===== src/rtl/mem_port_arbiter.sv =====
// Two-port round-robin arbiter that moves 32-bit words as four little-endian byte
// beats over a single byte-wide memory port.
module mem_port_arbiter #(
  parameter int ADDR_W = 12
) (
  input  logic              clk,
  input  logic              rst,
  input  logic              p0_valid_i,
  input  logic              p0_we_i,
  input  logic [31:0]       p0_addr_i,
  input  logic [31:0]       p0_wdata_i,
  output logic              p0_ready_o,
  input  logic              p1_valid_i,
  input  logic              p1_we_i,
  input  logic [31:0]       p1_addr_i,
  input  logic [31:0]       p1_wdata_i,
  output logic              p1_ready_o,
  output logic              resp_valid_o,
  output logic              resp_id_o,
  output logic [31:0]       resp_rdata_o,
  output logic [ADDR_W-1:0] mem_addr_o,
  output logic [7:0]        mem_wdata_o,
  output logic              mem_we_o,
  input  logic [7:0]        mem_rdata_i
);

  typedef enum logic [1:0] {
    IDLE = 2'd0,
    BEAT = 2'd1,
    RESP = 2'd2
  } state_e;

  state_e            state_q, state_d;
  logic [1:0]        k_q, k_d;
  logic              last_id_q, last_id_d;
  logic              we_q, we_d;
  logic [ADDR_W-1:0] addr_q, addr_d;
  logic [31:0]       wdata_q, wdata_d;
  logic              id_q, id_d;
  logic [23:0]       cap_q, cap_d;
  logic [31:0]       resp_rdata_q, resp_rdata_d;

  logic              gnt0, gnt1;
  logic [7:0]        wbyte;

  // On a tie the port that did not own the last response wins.
  always_comb begin
    gnt0 = 1'b0;
    gnt1 = 1'b0;
    if (state_q == IDLE) begin
      if (p0_valid_i && p1_valid_i) begin
        gnt0 = last_id_q;
        gnt1 = ~last_id_q;
      end else begin
        gnt0 = p0_valid_i;
        gnt1 = p1_valid_i;
      end
    end
  end

  assign p0_ready_o = gnt0;
  assign p1_ready_o = gnt1;

  always_comb begin
    wbyte = 8'h00;
    case (k_q)
      2'd0: wbyte = wdata_q[7:0];
      2'd1: wbyte = wdata_q[15:8];
      2'd2: wbyte = wdata_q[23:16];
      2'd3: wbyte = wdata_q[31:24];
      default: wbyte = 8'h00;
    endcase
  end

  always_comb begin
    state_d      = state_q;
    k_d          = k_q;
    last_id_d    = last_id_q;
    we_d         = we_q;
    addr_d       = addr_q;
    wdata_d      = wdata_q;
    id_d         = id_q;
    cap_d        = cap_q;
    resp_rdata_d = resp_rdata_q;
    case (state_q)
      IDLE: begin
        if (gnt0 || gnt1) begin
          id_d    = gnt1;
          we_d    = gnt1 ? p1_we_i : p0_we_i;
          addr_d  = gnt1 ? p1_addr_i[ADDR_W-1:0] : p0_addr_i[ADDR_W-1:0];
          wdata_d = gnt1 ? p1_wdata_i : p0_wdata_i;
          k_d     = 2'd0;
          cap_d   = 24'h000000;
          state_d = BEAT;
        end
      end
      BEAT: begin
        if (!we_q) begin
          case (k_q)
            2'd0: cap_d[7:0]   = mem_rdata_i;
            2'd1: cap_d[15:8]  = mem_rdata_i;
            2'd2: cap_d[23:16] = mem_rdata_i;
            default: cap_d     = cap_q;
          endcase
        end
        if (k_q == 2'd3) begin
          // The response word is registered here so it can hold until the next RESP.
          resp_rdata_d = we_q ? 32'h00000000 : {mem_rdata_i, cap_q};
          k_d          = 2'd0;
          state_d      = RESP;
        end else begin
          k_d = k_q + 2'd1;
        end
      end
      RESP: begin
        last_id_d = id_q;
        state_d   = IDLE;
      end
      default: state_d = IDLE;
    endcase
  end

  always_ff @(posedge clk or posedge rst) begin
    if (rst) begin
      state_q      <= IDLE;
      k_q          <= 2'd0;
      last_id_q    <= 1'b1;
      we_q         <= 1'b0;
      addr_q       <= '0;
      wdata_q      <= 32'h00000000;
      id_q         <= 1'b0;
      cap_q        <= 24'h000000;
      resp_rdata_q <= 32'h00000000;
    end else begin
      state_q      <= state_d;
      k_q          <= k_d;
      last_id_q    <= last_id_d;
      we_q         <= we_d;
      addr_q       <= addr_d;
      wdata_q      <= wdata_d;
      id_q         <= id_d;
      cap_q        <= cap_d;
      resp_rdata_q <= resp_rdata_d;
    end
  end

  always_comb begin
    mem_addr_o  = '0;
    mem_wdata_o = 8'h00;
    mem_we_o    = 1'b0;
    if (state_q == BEAT) begin
      mem_addr_o  = addr_q + {{(ADDR_W-2){1'b0}}, k_q};
      mem_wdata_o = wbyte;
      mem_we_o    = we_q;
    end
  end

  assign resp_valid_o = (state_q == RESP);
  assign resp_id_o    = (state_q == RESP) ? id_q : 1'b0;
  assign resp_rdata_o = resp_rdata_q;

endmodule


===== config.mk =====
export PLATFORM = sky130hd
export DESIGN_NAME = mem_port_arbiter
export DESIGN_NICKNAME = d
export VERILOG_FILES = /design/src/rtl/mem_port_arbiter.sv
export SDC_FILE = /design/constraint.sdc
export NUM_CORES = 1
export LEC_CHECK = 0
export ABC_CLOCK_PERIOD_IN_PS = 7750
export BUFFER_PORTS_ARGS = -buffer_cell sky130_fd_sc_hd__buf_2
export CAP_MARGIN = 20
export CORE_MARGIN = 3
export CORE_UTILIZATION = 35
export CTS_CLUSTER_SIZE = 8
export DETAILED_ROUTE_END_ITERATION = 12
export HOLD_SLACK_MARGIN = 0.06
export SLEW_MARGIN = 25
export SYNTH_ARGS = -nofsm -noshare
export SYNTH_HDL_FRONTEND = slang
export SYNTH_SLANG_ARGS = --single-unit

===== constraint.sdc =====
create_clock -name clk -period 7.75 [get_ports clk]
set_input_delay 1.55 -clock clk [delete_from_list [all_inputs] [get_ports clk]]
set_output_delay 1.55 -clock clk [all_outputs]
set_load 0.02 [all_outputs]

==> metrics.txt <==
status=completed; vias per cell=around 5.2; Fmax=approximately 0.23 GHz; Detail Route Antenna Nets=0; clock root buffer=clkbuf_16; total clock sinks=107; postcts setup bufs=0; RSZ-0062 raised after global routing=no; Synth Register Bits=between 100 and 150; layout cells sized above 1=between 30% and 40%; Initial DRC Count=369; Top FF cell, synth=dfrtp_1; Worst Setup Start Kind=input pin; fin crit share=a little under three fifths; clock buffer depth=2; GRT Residual Overflow=0; fin. max-slew vios=0; non-filler cells, final=roughly 790; H-tree levels=3; starting density of the core=a little over a third; DRT Pass-1 Iters=5; Num CTS Buffers=9; CP max FO=47; routability cong.=between 0.8 and 0.9; Mean Syn Cell Area=roughly 11 sq um; Leakage=around 3.1 nW; CTS resizes=0; final hold violation count=0; num rows=42; hpwl dp=between 9000 and 10000 microns; DRC=0; Tightest Pin Transition=around 0.87 ns; Max-cap violations=0; Cells after Synth=~470; core area=between 10000 and 15000 sq um; Syn Nets=roughly 620; sequential area share after synthesis=around 54%; vias in the first global route=4264; worst-skew pair later-pin latency=0.34 ns; Synth Cell Area=between 4000 and 5000 sq um; buffers added on ports=approximately 160; Synth top area share=a little over half; Util after Layout=45.0%; WP data arrival=about 2.8 ns; initial antenna violation count=0; fin nets=~760; area delta synth->final=23.6%; crit path kind=input pin to output port; Final TNS setup=0 ns; Ys Warns=0; largest net degree at the start of global routing=66; CTS tree=built; DRT Wirelength=13300 microns; HP Class=flop to flop; Antenna Diode Count=0; die width=approximately 120 microns; Die ar.=around 16000 sq um; Async SR Flop Fraction=100%; Post-synth EDFFs=0; synth top area cells=dfrtp_1 54%, a222oi_1 11%, nand2b_1 4.5%; # IOs=about 200; die height=125 microns; critical path capture point type=output port; Routed WL per cell=approximately 17 microns; Netlist cell types=33; hold_buf cts=0; fin crit period=around 4.4 ns; first-pass GRT wire length=about 22000 microns; Placed Cells incl. Taps=772; Peak supply drop=0.000213 V; Finish-stage setup viols=0; CP required=a little over 6 ns; final worst hold slack=between 0.4 and 0.5 ns; total track usage=about 17%; Synth area leader=dfrtp_1; Slew HR=between 40% and 50%; Vias=roughly 4.1k; clk_skew=about 0.0086 ns; Worst-path clk slew=roughly 0.080 ns; Pwr Density=about 430 nW/um^2
## synth_stat cells (all sizes together) (3+ instances only)
library cell / number
nand2: 39
nor2b: 3
dfrtp: 106
a222oi: 53
nor2: 28
nand3: 6
nand2b: 35
a22o: 24
buf: 21
and2: 4
ha: 6
nor3: 5
inv: 52
o21ai: 41
a21oi: 11
xnor2: 7
clkbuf: 14
## through the flow
stage / instance area, sq um / worst slack, ns / power [mW]
detailed placement: 5790 / 3.38 / 2.21
CTS: 6070 / 3.38 / 2.65
finish: 6080 / 3.38 / 2.62
floorplan: 4920 / 3.38 / 1.83
global route: 6080 / 3.28 / 2.83
global placement: 5760 / 3.43 / 2.15
## report_power, final
group | switching, mW | internal, mW
Sequential | 0.188 | 0.799
Clock | 0.218 | 0.224
Combinational | 0.719 | 0.475
Total | 1.13 | 1.50
## final timing paths
check	startpoint	endpoint	slack (ns)	cells after the start
setup / recovery	p1_valid_i	p0_ready_o	3.38	4
hold / removal	resp_rdata_o[24]	resp_rdata_o[24]	0.48	2
setup reg to reg	k_q[1]	cap_q[7]	5.71	5
hold reg to reg	resp_rdata_o[24]	resp_rdata_o[24]	0.48	2
max in group asynchronous	rst	cap_q[2]	5.30	3
min in group asynchronous	rst	wdata_q[12]	1.29	2
## area by class of cell
| cell class | instances | area [sq um] |
|---|---|---|
| Tap cell | 176 | 220 |
| Inverter | 52 | 198 |
| Sequential cell | 107 | 2680 |
| Timing Repair Buffer | 163 | 843 |
| Multi-Input combinational cell | 274 | 1850 |
| Fill cell | 1300 | 7430 |
| Clock buffer | 9 | 225 |
| Clock inverter | 7 | 56.3 |
## cell families (layout without fill, tap and decap cells)
logic type	count (synthesis)	after routing	synth area share (%)
mux	1	1	0.229
flops	107	107	54.5
buf+inv	87	231	8.17
simple gates	126	126	12.7
compound gates	132	132	21.0
fa+ha+maj	7	7	1.93
xor+xnor	8	8	1.43
## routing by layer
layer / up-vias / part of all wire, % / GRT usage, %
li1: 1959 / - / -
met1: 1979 / 43 / 22.9
met2: 178 / 48 / 27.8
met3: 18 / 6.9 / 4.59
met4: 0 / 1.5 / 4.64
met5: - / 0 / 0
## state kept, by name, indices dropped and copies added (netlist names)
| signal | cells |
|---|---|
| addr_q | 12 |
| cap_q | 24 |
| id_q | 1 |
| k_q | 2 |
| last_id_q | 1 |
| resp_rdata_o | 32 |
| state_q | 2 |
| wdata_q | 32 |
| we_q | 1 |
## worst max-delay path: stages
cell and delay [ns]:
buf_2 0.13, nand2b_1 0.07, and3_2 0.76, buf_2 0.30
## cell usage in the layout (no fill, tap or decap), types with 3 or more instances in the layout
| cell type | n |
|---|---|
| buf_2 | 158 |
| dfrtp_1 | 105 |
| a222oi_1 | 53 |
| inv_1 | 51 |
| nand2_1 | 38 |
| nand2b_1 | 35 |
| o21ai_0 | 32 |
| nor2_1 | 27 |
| a22o_1 | 24 |
| a21oi_1 | 11 |
| clkbuf_16 | 9 |
| xnor2_1 | 7 |
| o21ai_1 | 6 |
| nand3_1 | 6 |
| ha_1 | 6 |
| and2_1 | 4 |
| nor2b_1 | 3 |
| nor3_1 | 3 |
| inv_6 | 3 |
| buf_4 | 3 |
No activity file was read; power rests on OpenSTA's default activity.
